## src/rtl/tile_blitter.sv

```systemverilog
// Sprite blitter: streams a w x h sprite from source ROM into the framebuffer,
// one pixel per cycle, dropping transparent and off-screen pixels.
module tile_blitter #(
    parameter int          FB_WIDTH    = 320,
    parameter int          FB_HEIGHT   = 240,
    parameter logic [7:0]  TRANSPARENT = 8'h00,
    parameter int          ROM_LAT     = 2
) (
    input  logic        pixel_clk_in,
    input  logic        rst_n_in,
    input  logic        req_valid_in,
    output logic        req_ready_out,
    input  logic [9:0]  x_in,
    input  logic [8:0]  y_in,
    input  logic [9:0]  w_in,
    input  logic [8:0]  h_in,
    input  logic [16:0] src_base_in,
    output logic [16:0] rom_addr_out,
    input  logic [7:0]  rom_data_in,
    output logic        fb_we_out,
    output logic [16:0] fb_addr_out,
    output logic [7:0]  fb_data_out,
    output logic        done_out,
    output logic [1:0]  state_dbg
);

    localparam logic [1:0] S_IDLE  = 2'd0;
    localparam logic [1:0] S_RUN   = 2'd1;
    localparam logic [1:0] S_DRAIN = 2'd2;
    localparam logic [1:0] S_DONE  = 2'd3;

    localparam logic [10:0] FB_W11     = 11'(FB_WIDTH);
    localparam logic [9:0]  FB_H10     = 10'(FB_HEIGHT);
    localparam logic [16:0] FB_W17     = 17'(FB_WIDTH);
    localparam logic [1:0]  DRAIN_LAST = 2'(ROM_LAT - 1);

    logic [1:0]  state;
    logic [9:0]  x_q;
    logic [8:0]  y_q;
    logic [9:0]  w_q;
    logic [8:0]  h_q;
    logic [9:0]  col;
    logic [8:0]  row;
    logic [1:0]  drain_cnt;

    // Destination tag travelling alongside each ROM read.
    logic        dl_v  [ROM_LAT];
    logic        dl_in [ROM_LAT];
    logic [10:0] dl_x  [ROM_LAT];
    logic [9:0]  dl_y  [ROM_LAT];

    logic [10:0] cur_x;
    logic [9:0]  cur_y;
    logic        cur_in;
    logic        last_col;
    logic        last_row;

    // Handshake: a request transfers on any rising edge where req_valid_in and
    // req_ready_out are both high; ready is high only in IDLE, nothing is queued.
    assign req_ready_out = (state == S_IDLE);
    assign state_dbg     = state;

    assign cur_x    = {1'b0, x_q} + {1'b0, col};
    assign cur_y    = {1'b0, y_q} + {1'b0, row};
    assign cur_in   = (cur_x < FB_W11) && (cur_y < FB_H10);
    assign last_col = (col == w_q - 10'd1);
    assign last_row = (row == h_q - 9'd1);

    always_ff @(posedge pixel_clk_in) begin
        if (!rst_n_in) begin
            state        <= S_IDLE;
            x_q          <= '0;
            y_q          <= '0;
            w_q          <= '0;
            h_q          <= '0;
            col          <= '0;
            row          <= '0;
            drain_cnt    <= '0;
            rom_addr_out <= '0;
            fb_we_out    <= 1'b0;
            fb_addr_out  <= '0;
            fb_data_out  <= '0;
            done_out     <= 1'b0;
            for (int i = 0; i < ROM_LAT; i++) begin
                dl_v[i]  <= 1'b0;
                dl_in[i] <= 1'b0;
                dl_x[i]  <= '0;
                dl_y[i]  <= '0;
            end
        end else begin
            done_out <= 1'b0;
            case (state)
                S_IDLE: begin
                    if (req_valid_in) begin
                        x_q <= x_in;
                        y_q <= y_in;
                        w_q <= w_in;
                        h_q <= h_in;
                        col <= '0;
                        row <= '0;
                        if (w_in == 10'd0 || h_in == 9'd0) begin
                            state    <= S_DONE;
                            done_out <= 1'b1;
                        end else begin
                            state        <= S_RUN;
                            rom_addr_out <= src_base_in;
                        end
                    end
                end
                S_RUN: begin
                    // The address stays on the final pixel so it holds outside RUN.
                    if (!(last_col && last_row))
                        rom_addr_out <= rom_addr_out + 17'd1;
                    if (last_col) begin
                        col <= '0;
                        if (last_row) begin
                            state     <= S_DRAIN;
                            drain_cnt <= '0;
                        end else begin
                            row <= row + 9'd1;
                        end
                    end else begin
                        col <= col + 10'd1;
                    end
                end
                S_DRAIN: begin
                    if (drain_cnt == DRAIN_LAST) begin
                        state    <= S_DONE;
                        done_out <= 1'b1;
                    end else begin
                        drain_cnt <= drain_cnt + 2'd1;
                    end
                end
                default: state <= S_IDLE;
            endcase

            dl_v[0]  <= (state == S_RUN);
            dl_in[0] <= cur_in;
            dl_x[0]  <= cur_x;
            dl_y[0]  <= cur_y;
            for (int i = 1; i < ROM_LAT; i++) begin
                dl_v[i]  <= dl_v[i-1];
                dl_in[i] <= dl_in[i-1];
                dl_x[i]  <= dl_x[i-1];
                dl_y[i]  <= dl_y[i-1];
            end

            if (dl_v[ROM_LAT-1] && dl_in[ROM_LAT-1] && rom_data_in != TRANSPARENT) begin
                fb_we_out   <= 1'b1;
                fb_addr_out <= 17'(dl_x[ROM_LAT-1]) + 17'(dl_y[ROM_LAT-1]) * FB_W17;
                fb_data_out <= rom_data_in;
            end else begin
                fb_we_out <= 1'b0;
            end
        end
    end

endmodule

```

## config.mk

```make
export PLATFORM = sky130hd
export DESIGN_NAME = tile_blitter
export DESIGN_NICKNAME = d
export VERILOG_FILES = /design/src/rtl/tile_blitter.sv
export SDC_FILE = /design/constraint.sdc
export NUM_CORES = 1
export LEC_CHECK = 0
export CAP_MARGIN = 40
export CORE_ASPECT_RATIO = 1.2
export CORE_MARGIN = 2
export CORE_UTILIZATION = 55
export CTS_CLUSTER_DIAMETER = 200
export DETAILED_ROUTE_END_ITERATION = 10
export GPL_TIMING_DRIVEN = 0
export PLACE_DENSITY = 0.81
export SYNTH_ARGS = -nofsm -noshare
export SYNTH_HDL_FRONTEND = slang
export SYNTH_SLANG_ARGS = --single-unit
```

## constraint.sdc

```tcl
create_clock -name pixel_clk_in -period 4.6 [get_ports pixel_clk_in]
set_clock_uncertainty 0.2 [all_clocks]
set_input_delay 0.92 -clock pixel_clk_in [delete_from_list [all_inputs] [get_ports pixel_clk_in]]
set_output_delay 0.92 -clock pixel_clk_in [all_outputs]
set_load 0.005 [all_outputs]
```

# Word level (Yosys, flattened, before mapping)
# Memories as Yosys holds them, arrays and structs flattened.
# Index checks and enable logic that the tools add are counted.
# op_classes
n_addsub	9
n_mul	1
order_cmp	2
eq_ne	13
mux	36
bitwise_logic	8
reduce_logical	17
# op_table
operator	count
$mux W17	3
$mux W10	4
$pmux W17 S2	1
$mux W9	3
$mux W11	2
$pmux W10 S2	1
$pmux W9 S2	1
$add A11 B17 Y17	1
$add A17 B1 Y17 const B	1
$mux W2	8
$ne A2 B2 Y1 const B	8
$reduce_and A4 Y1	4
$add A10 B10 Y11	1
$lt A11 B9 Y1 const B	1
$mul A10 B3 Y11 const B	1
$add A10 B1 Y10 const B	1
$add A9 B9 Y10	1
$eq A10 B10 Y1	1
$logic_not A10 Y1	1
$lt A10 B8 Y1 const B	1
$mux W1	10
$sub A10 B1 Y10 const B	1
$add A9 B1 Y9 const B	1
$eq A9 B9 Y1	1
15 further kinds	28
# totals
reg_bits	105
mem_bits_rw	46
in_bits	66
out_inout_bits	47
elab_cells	103
memories	4
# mem_list
name	depth	word_bits	rd	rd_clocked_by_memory_dff	wr	line_no	rtl
dl_x	2	11	2	0	2	49	logic [10:0] dl_x [ROM_LAT];
dl_y	2	10	2	0	2	50	logic [9:0] dl_y [ROM_LAT];
dl_in	2	1	2	0	2	48	logic dl_in [ROM_LAT];
dl_v	2	1	2	0	2	47	logic dl_v [ROM_LAT];

# Longest topological paths before layout
# logic_depth
ltp_word	5
depth_mapped	11
ltp_nobuf	11

# Worst setup path after synthesis
# Ideal clock, no wire load.
# synth_path
kind	register to register
startpoint	memory dl_y[1][1] (netlist: dl_y[0][11])
endpoint	register fb_addr_out[16]
setup_time_ns	0.070
arrival_ns	2.885
t_required_ns	4.330
slack_ns	1.445
stages_incl_launch_ff	12
path_buffers	0
synth_period_minus_slack_ns	3.155
cell_sequence	dfxtp_1 ha_1 ha_1 fa_1 a21oi_1 o21bai_1 a21o_1 a311o_1 and4_1 o21ai_0 or3b_2 a21oi_1
# synth_rtl
item	line_no	rtl
from (decl)	50	
to (signal assigned)	150	fb_addr_out <= 17'(dl_x[ROM_LAT-1]) + 17'(dl_y[ROM_LAT-1]) * FB_W17;
to (decl)	21	output logic [16:0] fb_addr_out,

# Worst setup path in the final report
# layout_path
startpoint	register state[1] (netlist: state_dbg[1])
endpoint	register rom_addr_out[16]
# layout_between
elab_chain_cells	3
word_cells_on_any_way	8
cone_classes	eq/ne: 4; mux: 1; reduce/logical: 3
# layout_lines
item	line_no	rtl
from (decl)	37	logic [1:0] state;
from (signal assigned)	71	state <= S_IDLE;
from (signal assigned)	102	state <= S_DONE;
from (signal assigned)	105	state <= S_RUN;
$eq A2 B1 Y1 or $logic_not A2 Y1 (tied branches)	92	case (state)
$ne A2 B2 Y1 (no source line) or $reduce_bool A2 Y1 (tied branches)	n/a	
$reduce_and A4 Y1 (no source line)	n/a	
to (signal assigned)	106	rom_addr_out <= src_base_in;
to (signal assigned)	113	rom_addr_out <= rom_addr_out + 17'd1;
to (decl)	18	output logic [16:0] rom_addr_out,
# Several ways; a longest one is shown, not always the timed one.
# A chain may end at the register's enable or synchronous reset.

==> metrics <==
outcome finished, final reports clean; clock buffer count from CTS 17; smallest setup slack after layout 0.967 ns; synthesized netlist net count 1038; antenna violations before repair 0; leading cell types in the layout, fill and taps excluded 162 x sky130_fd_sc_hd__nand2_1, 151 x sky130_fd_sc_hd__dfxtp_1, 112 x sky130_fd_sc_hd__clkdlybuf4s50_1, 97 x sky130_fd_sc_hd__a21oi_1, 59 x sky130_fd_sc_hd__nor2_1; Setup crit end kind flop; endpoint of the worst register-to-register path rom_addr_out[16]; Antenna Diode Count 0; Achievable Freq 275 MHz; number of global-route vias before repair 6636; global routing usage on met2 a little over two fifths; Slew headroom ~45%; end point of the critical path rom_addr_out[16]; GPL Wtd Cong 0.869; total number of nets in the final design 1169; type of the worst setup path flop to flop; startpoint kind of the worst setup timing path flop; pre-CTS setup slack 0.746 ns; TritonCTS clock tree built; area growth from synthesis to layout 25.2%; total core area 0.0137 mm²; setup repair after global routing missed its margin no; later-pin clock latency in the skew report 0.43 ns; residual antenna-violating net count after detailed routing 0; Hold WC Path Type flop to flop; share of final-layout standard cells stronger than drive strength 1 4.52%; Post-synth ARST share 0%; mean post-synth cell area around 8.3 µm²; Crit path arrival time roughly 3.8 ns; wire length of the first global-routing pass between 30000 and 40000 µm; instance area after placement 0.00901 mm²; buffer count from post-CTS setup fixing 0; post-detailed-route wirelength per cell 14.8 µm; net switching power 1.47 mW; Post-Layout Inst Area between 0.009 and 0.01 mm²; GRT Util Overall roughly a quarter; Initial Util between 50% and 60%; Design Power 4.25 mW; residual DRC count 0; Synth cell types 62; die height around 130 µm; Starting DRT DRC Count 407; final hold violation count 0; top-level I/O count 113; met1 routing resource usage after global routing 30.8%; combinational cell fraction of total power 28.4%; number of warnings reported in the yosys synthesis log 0; Tightest Pin Transition approximately 0.83 ns; final setup TNS 0 ns; top fanout value on the critical path 10; first element of the critical path state_dbg[1]; DR pass1 iterations 5; cells on worst reg2reg path 10; number of maximum-capacitance violations 0; number of hold buffers added after CTS 0; met3 Usage GRT 5.23%; post_cts resized 0; overflow left after global routing 0; Root Buffer sky130_fd_sc_hd__clkbuf_16; via count 6928; portion of total power attributed to sequential cells between 30% and 40%; DRT Wirelength 18200 µm; fraction of the yosys area taken by sequential cells 39.4%; PD cells 443 mW/mm²; internal cell power between 2 and 3 mW; Placed Instances 1202; # clock sinks 151; Via density 5.61; number of synthesized register bits 151; maximum clock path buffer count 2; netlist area before placement about 0.0077 mm²; Final Critical Period 3.63 ns; clock transition at the registers of the reported paths around 0.070 ns; number of port buffers 112; Required @ worst endpoint 4.72 ns; Leak Pwr 3.77 nW; Final Max Tran Viols 0; share of the clock period used by the worst path roughly four fifths; row count 47; leading cell type in the layout, fill and taps excluded sky130_fd_sc_hd__nand2_1; Cells after Synth 919; horizontal extent of the die 112 µm; Worst R2R Setup Slack 0.97 ns; setup-violating endpoint count in the final report 0; Clock power frac 33.2%; worst supply voltage drop on vdd between 200 and 300 µV; number of flops mapped to enable cells by yosys 0; most crowded layer after global routing met2; main flop type after synthesis sky130_fd_sc_hd__dfxtp_1; number of levels the H-tree was split into 4; switching power as a share of total power 34.5%; post-detailed-placement half-perimeter wirelength 13500 µm; Total Die Area 0.0149 mm²; origin of the critical flop-to-flop path state_dbg[1]; filler-free cell count of the finished design 1234; maximum number of pins on one net before global-route repair 18
logic make-up after synthesis:
group / after synthesis / share of synthesized area, %
mux: 5 / 0.685
fa+ha+maj: 53 / 9.04
xor+xnor: 54 / 6.17
buf+inv: 70 / 3.54
simple gates: 372 / 23.1
compound gates: 214 / 18.1
flops: 151 / 39.4
registers in the layout, indices dropped and copies added (netlist names):
| signal | count |
|---|---|
| dl_x | 22 |
| dl_y | 20 |
| fb_addr_out | 17 |
| w_q | 10 |
| y_q | 9 |
| dl_in | 2 |
| row | 9 |
| fb_data_out | 8 |
| x_q | 10 |
| done_out | 1 |
| col | 10 |
| drain_cnt | 2 |
| dl_v | 2 |
| rom_addr_out | 17 |
| state_dbg | 2 |
| fb_we_out | 1 |
| h_q | 9 |
worst max-delay path, stage by stage (launching register included):
cell and delay [ns]:
sky130_fd_sc_hd__dfxtp_1 0.34, sky130_fd_sc_hd__inv_1 0.09, sky130_fd_sc_hd__ha_1 0.13, sky130_fd_sc_hd__clkbuf_1 0.42
sky130_fd_sc_hd__inv_1 0.14, sky130_fd_sc_hd__o21ai_1 0.62, sky130_fd_sc_hd__nand2_1 0.21, sky130_fd_sc_hd__a21oi_1 0.49
sky130_fd_sc_hd__clkbuf_1 0.44, sky130_fd_sc_hd__nand4_1 0.15, sky130_fd_sc_hd__a32o_1 0.29
worst min-delay path by stage:
stage,slack [ns],depth (start not counted),end,start
3_3_place_gp,0.21,1,dl_x[0][14],dl_x[0][3]
4_1_cts,0.23,1,dl_x[0][13],dl_x[0][2]
3_5_place_dp,0.22,1,dl_x[0][15],dl_x[0][4]
5_1_grt,0.24,1,dl_x[0][13],dl_x[0][2]
2_1_floorplan,0.21,1,dl_in[0][1],dl_in[0][0]
6_report,0.23,1,dl_y[0][12],dl_y[0][2]
cell type report:
type	count	area, µm²
Multi-Input combinational cell	698	4380
Clock buffer	17	425
Fill cell	1086	4100
Tap cell	171	214
Sequential cell	151	3020
Buffer	38	151
Timing Repair Buffer	112	1120
Clock inverter	15	171
Inverter	32	120
per-layer routing:
metal / vias up / part of all wire (%)
met1: 3234 / 43
li1: 3487 / -
met5: - / 0
met4: 0 / 2.4
met3: 31 / 4.1
met2: 176 / 51
stage by stage:
stage	hold WS, ns	util [%]
finish	0.231	70.1
global route	0.240	70.1
CTS	0.231	70.1
detailed placement	0.217	65.7
global placement	0.215	65.7
floorplan	0.212	-
synthesized netlist by cell type (4+ instances only):
cell | number | share of area (%)
sky130_fd_sc_hd__a211oi_1 | 9 | 0.88
sky130_fd_sc_hd__a21o_1 | 10 | 0.98
sky130_fd_sc_hd__a21oi_1 | 97 | 6.3
sky130_fd_sc_hd__a22o_1 | 6 | 0.69
sky130_fd_sc_hd__a32o_1 | 14 | 1.8
sky130_fd_sc_hd__and2_1 | 41 | 3.3
sky130_fd_sc_hd__and3_1 | 9 | 0.73
sky130_fd_sc_hd__clkbuf_1 | 34 | 1.7
sky130_fd_sc_hd__dfxtp_1 | 151 | 39
sky130_fd_sc_hd__fa_1 | 4 | 1.0
sky130_fd_sc_hd__ha_1 | 49 | 8.0
sky130_fd_sc_hd__inv_1 | 31 | 1.5
sky130_fd_sc_hd__nand2_1 | 162 | 7.9
sky130_fd_sc_hd__nand2b_1 | 10 | 0.82
sky130_fd_sc_hd__nand3_1 | 23 | 1.5
sky130_fd_sc_hd__nand4_1 | 11 | 0.90
sky130_fd_sc_hd__nor2_1 | 59 | 2.9
sky130_fd_sc_hd__nor2b_1 | 8 | 0.65
sky130_fd_sc_hd__nor3_1 | 15 | 0.98
sky130_fd_sc_hd__nor4_1 | 6 | 0.49
sky130_fd_sc_hd__o21ai_0 | 25 | 1.6
sky130_fd_sc_hd__o21bai_1 | 7 | 0.69
sky130_fd_sc_hd__o31ai_1 | 10 | 0.98
sky130_fd_sc_hd__o41ai_1 | 6 | 0.69
sky130_fd_sc_hd__or3_1 | 9 | 0.73
sky130_fd_sc_hd__xnor2_1 | 29 | 3.3
sky130_fd_sc_hd__xor2_1 | 25 | 2.9
power groups by stage:
stage | sequential (mW) | clock [mW] | combinational (mW)
CTS | 1.63 | 1.42 | 1.21
global route | 1.66 | 1.49 | 1.34
floorplan | 1.62 | 0 | 0.786
finish | 1.63 | 1.41 | 1.21
detailed placement | 1.66 | 0 | 1.20
global placement | 1.65 | 0 | 1.17
Power figures use the tool's default switching activity.
